[src/rtl/jtcps_pal_dma.sv]
// Palette-copy DMA for the CPS colour mixer.
// Pulls enabled palette pages from VRAM into the mixer palette RAM.
`timescale 1ns/1ps
module jtcps_pal_dma #(
   parameter int  PAGES   = 6,
   parameter int  PAGE_AW = 9,
   parameter int  VRAM_AW = 17,
   parameter int  PACKED  = 1,
   localparam int PW      = $clog2(PAGES)
)(
   input  logic                  clk,
   input  logic                  rst,
   input  logic                  pal_copy,
   input  logic [VRAM_AW-1:0]    pal_base,
   input  logic [PAGES-1:0]      pal_page_en,
   output logic                  busreq,
   input  logic                  busack,
   output logic [VRAM_AW-1:0]    vram_addr,
   output logic                  vram_cs,
   input  logic [15:0]           vram_data,
   input  logic                  vram_ok,
   output logic                  pal_we,
   output logic [PW+PAGE_AW-1:0] pal_waddr,
   output logic [15:0]           pal_wdata,
   output logic                  busy,
   output logic                  done
);

   localparam int PGW = PW + 1;
   localparam int MW  = 2**PW;

   typedef enum logic [2:0] {
      IDLE, REQ, NEXT, WAIT, READ, FIN, HOLD
   } state_t;

   state_t               state, state_d;
   logic [PAGES-1:0]     mask, mask_d;
   logic [MW-1:0]        mask_x;
   logic [VRAM_AW-1:0]   base, base_d, base_in;
   logic [VRAM_AW-1:0]   src_addr, vram_addr_d;
   logic [PGW-1:0]       page, page_d, src, src_d;
   logic [PAGE_AW-1:0]   entry, entry_d;
   logic                 pending, pending_d;
   logic                 busreq_d, vram_cs_d;
   logic                 pal_we_d, done_d;
   logic [PW+PAGE_AW-1:0] pal_waddr_d;
   logic [15:0]          pal_wdata_d;
   logic                 page_end, page_sel;
   logic                 unused_base;

   // Source pages are always page aligned.
   assign base_in     = {pal_base[VRAM_AW-1:PAGE_AW], {PAGE_AW{1'b0}}};
   assign unused_base = ^pal_base[PAGE_AW-1:0];
   assign mask_x      = MW'(mask);
   assign page_end    = page == PGW'(PAGES);
   assign page_sel    = mask_x[page[PW-1:0]];
   assign src_addr    = base + (VRAM_AW'(src) << PAGE_AW);
   assign busy        = state != IDLE;

   always_comb begin
      state_d     = state;
      mask_d      = mask;
      base_d      = base;
      page_d      = page;
      src_d       = src;
      entry_d     = entry;
      pending_d   = pending | (pal_copy & (state != IDLE));
      busreq_d    = busreq;
      vram_addr_d = vram_addr;
      vram_cs_d   = vram_cs;
      pal_we_d    = 1'b0;
      pal_waddr_d = pal_waddr;
      pal_wdata_d = pal_wdata;
      done_d      = 1'b0;
      unique case (state)
         IDLE: if (pal_copy) begin
            mask_d = pal_page_en;
            base_d = base_in;
            page_d = '0;
            src_d  = '0;
            if (pal_page_en == '0) begin
               done_d = 1'b1;
            end else begin
               busreq_d = 1'b1;
               state_d  = REQ;
            end
         end
         REQ: if (busack) state_d = NEXT;
         NEXT: begin
            if (page_end) begin
               busreq_d  = 1'b0;
               vram_cs_d = 1'b0;
               state_d   = FIN;
            end else if (!page_sel) begin
               page_d = page + 1'b1;
               if (PACKED == 0) src_d = src + 1'b1;
            end else begin
               entry_d     = '0;
               vram_addr_d = src_addr;
               vram_cs_d   = 1'b1;
               state_d     = WAIT;
            end
         end
         WAIT: begin
            if (!busack) begin
               vram_cs_d = 1'b0;
               state_d   = HOLD;
            end else begin
               state_d = READ;
            end
         end
         // Data coinciding with bus loss is dropped; the entry is re-read.
         READ: begin
            if (!busack) begin
               vram_cs_d = 1'b0;
               state_d   = HOLD;
            end else if (vram_ok) begin
               pal_we_d    = 1'b1;
               pal_waddr_d = {page[PW-1:0], entry};
               pal_wdata_d = vram_data;
               if (&entry) begin
                  page_d    = page + 1'b1;
                  src_d     = src + 1'b1;
                  vram_cs_d = 1'b0;
                  state_d   = NEXT;
               end else begin
                  entry_d     = entry + 1'b1;
                  vram_addr_d = vram_addr + 1'b1;
                  state_d     = WAIT;
               end
            end
         end
         HOLD: begin
            if (busack) begin
               vram_cs_d = 1'b1;
               state_d   = WAIT;
            end
         end
         FIN: begin
            pending_d = 1'b0;
            if (pending | pal_copy) begin
               mask_d   = pal_page_en;
               base_d   = base_in;
               page_d   = '0;
               src_d    = '0;
               busreq_d = 1'b1;
               state_d  = REQ;
            end else begin
               done_d  = 1'b1;
               state_d = IDLE;
            end
         end
         default: state_d = IDLE;
      endcase
   end

   always_ff @(posedge clk) begin
      if (rst) begin
         state     <= IDLE;
         mask      <= '0;
         base      <= '0;
         page      <= '0;
         src       <= '0;
         entry     <= '0;
         pending   <= 1'b0;
         busreq    <= 1'b0;
         vram_addr <= '0;
         vram_cs   <= 1'b0;
         pal_we    <= 1'b0;
         pal_waddr <= '0;
         pal_wdata <= '0;
         done      <= 1'b0;
      end else begin
         state     <= state_d;
         mask      <= mask_d;
         base      <= base_d;
         page      <= page_d;
         src       <= src_d;
         entry     <= entry_d;
         pending   <= pending_d;
         busreq    <= busreq_d;
         vram_addr <= vram_addr_d;
         vram_cs   <= vram_cs_d;
         pal_we    <= pal_we_d;
         pal_waddr <= pal_waddr_d;
         pal_wdata <= pal_wdata_d;
         done      <= done_d;
      end
   end

endmodule

[config.mk]
export PLATFORM = sky130hd
export DESIGN_NAME = jtcps_pal_dma
export DESIGN_NICKNAME = d
export VERILOG_FILES = /design/src/rtl/jtcps_pal_dma.sv
export SDC_FILE = /design/constraint.sdc
export NUM_CORES = 1
export LEC_CHECK = 0
export ABC_CLOCK_PERIOD_IN_PS = 7200
export CORE_AREA = 2 2 106 108
export CTS_BUF_LIST = sky130_fd_sc_hd__clkbuf_8
export DETAILED_ROUTE_END_ITERATION = 8
export DIE_AREA = 0 0 108 110
export PLACE_DENSITY = 0.65
export SLEW_MARGIN = 20
export SYNTH_ARGS = -nofsm -noshare
export SYNTH_HDL_FRONTEND = slang
export SYNTH_SLANG_ARGS = --single-unit
[constraint.sdc]
create_clock -name clk -period 7.2 [get_ports clk]
set_input_delay 2.16 -clock clk [delete_from_list [all_inputs] [get_ports clk]]
set_output_delay 2.16 -clock clk [all_outputs]
set_load 0.02 [all_outputs]
==> out/metrics.csv <==
metric;value;unit
chipWidth;108;um
fin_crit_sh;56.98;%
synth_nets;564;
die_area;11880;um2
syn_area;4195;um2
p_per_area;219.5;nW/um2
overflow;0;
track_usage;18.69;%
ys.flop_type;dfxtp_1;
slew_headroom;28.15;%
clk_latency;0.35;ns
cp-end-kind;output port;
crit_chain;or3_1, clkdlybuf4s50_1;
clkTransAtPathRegs;0.08;ns
yosys_warnings;0;
dr.first_iter.drc_count;209;
slowest_stage;dfxtp_1;
p_leak;1.841;nW
r2r_slack;4.41;ns
dpl-instance-area;5112;um2
n_antenna_cell;0;
post_cts_resize_count;0;
crit_buf_inv;1;
nets;633;
floorplan.initialDensity;39.22;%
start_kind;register;
rsz0062_at_grt;no;
grt_max_degree;68;
critical_path_class;reg2out;
layout-area-overhead-vs-synth;26.42;%
postCtsHoldBufs;0;
die_h;110;um
hold_path_end;pal_wdata[8];
status;complete, no violations;
vias;3940;
critPathMaxFanout;23;
wl_per_cell;15.04;um
io_buffers;84;
rows;38;
netlist_top_cells_area;dfxtp_1, a21oi_1, nand2_1;
cts_made_buffers;9;
worst_hold_slack;0.4545;ns
grt_pass1_vias;3522;
place_congestion;0.7916;
dp_hpwl;7.332;mm
ys_seq_area_share;40.08;%
fmax;0.2437;GHz
post_cts_buffers;0;
synth_seq_cells;84;
cp.required;5.04;ns
drc;0;
min_from;pal_wdata[8];
htreeDepth;3;
skew;0.008689;ns
setup_viol;0;
viasPerCell;5.457;
async_reset_ff_share;0;%
min_period;4.103;ns
antenna_found_initial;0;
clockBufferDepth;2;
post-route-cell-area;5304;um2
cts_root_buf;clkbuf_8;
worstPathArrival;1.94;ns
synth_top_area_share;40.08;%
totalWireLength;10.86;mm
finalSetupTns;0;ns
postSynthAreaPerCell;8.242;um2
slew_violations;0;
rr_worst_depth;6;
ios;94;
cts_tree;built;
tightest_slew;1.075;ns
synth_top_cell_by_area;dfxtp_1;
first_pass_iters;5;
coreArea;10700;um2
r2r_start;state[2];
worst-path-stages;2;
hold_path_class;reg2reg;
hold_viol;0;
clock-sinks;84;
whs_path_depth;2;
synth_edf_count;0;
drtAntennaViolNets;0;
ys_types;63;
drive_gt1_share;6.186;%
critPathMaxStageDelay;0.79;ns
maxCapViolCount;0;
syn_inst;509;
grt_pass1_wl;17.77;mm
peakVddDrop;114.9;uV
crit_family;flip-flops;
reg2reg_to;entry[7];
[worst min-delay path: stages (launching register included)]
cell     delay (ns)
dfxtp_1        0.31
nand2_1        0.05
a21oi_1        0.05
[power by group]
group          switching [mW]  internal [mW]  leakage (nW)
logic                   0.148          0.133          1.07
clock network           0.168          0.166        0.0956
registers              0.0521          0.497         0.680
total                   0.368          0.796          1.84
[synthesized netlist by cell type (8+ instances only)]
cell / instances
or4_1: 12
nor3_1: 8
nand2_1: 77
ha_1: 10
nand2b_1: 12
a21oi_1: 61
dfxtp_1: 84
nor2_1: 40
o31ai_1: 12
nand4_1: 8
nand3_1: 18
mux2i_1: 23
buf_2: 11
o21ai_0: 20
clkbuf_1: 19
[metal layers]
metal	GRT usage (%)	vias up	part of all wire [%]
li1	-	1988	-
met1	26.40	1841	48
met2	28.44	102	45
met3	3.704	9	5.0
met4	6.593	0	1.5
met5	0	-	0
[layout by cell type (no fill, tap or decap), drive strengths merged, types with 3 or more instances in the layout]
cell type      instances
and3                   7
or4                   12
nand2b                12
nor2                  40
o31ai                 13
o22ai                  4
o21ai                 20
nand4                  8
inv                    8
mux2i                 23
clkbuf                10
o211ai                 3
a21oi                 61
buf                    8
or3                    4
nand3                 18
nand2                 77
ha                    10
and2                   3
clkdlybuf4s50         83
nor3                   9
a211oi                 7
dfxtp                 84
xor2                   3
or3b                   3
o21a                   5
[state kept, by name, indices dropped and copies added, names as in the netlist]
name       count
pal_waddr     12
mask           6
busreq         1
pal_we         1
state          3
pal_wdata     16
base           8
done           1
vram_addr     17
page           4
entry          9
src            4
pending        1
vram_cs        1
[worst max path at each step]
stage / from / endpoint / slack [ns]
finish: state[1] / busy / 3.10
global route: state[1] / busy / 2.97
CTS: state[1] / busy / 3.08
detailed placement: busack / pal_waddr[11] / 2.77
global placement: busack / pal_waddr[11] / 2.79
floorplan: busack / entry[7] / 3.56
[kinds of logic after synthesis]
logic type	count (synthesis)	synth area share (%)
xor+xnor	5	1.044
simple gates	205	23.86
mux	25	6.024
buf+inv	40	4.265
flops	84	40.08
compound gates	139	21.27
fa+ha+maj	11	3.460
[per-stage QoR]
stage,std cells,total power [mW],setup WS [ns],utilization [%]
floorplan,509,0.7501,3.564,-
detailed placement,707,0.8387,2.765,47.79
CTS,722,1.176,3.076,49.58
global route,722,1.238,2.966,49.58
global placement,707,0.8316,2.786,47.79
finish,722,1.164,3.097,49.58
[area by class of cell]
class                   instances  area (um2)
well taps                     140       175.2
clock inverters                 5       53.80
clock buffers                  10       137.6
flip-flops and latches         84        1682
repair buffers                 91       888.4
fillers                      1035        5394
multi-input cells             385        2341
inverters                       7       26.28
Power figures use the tool's default switching activity.
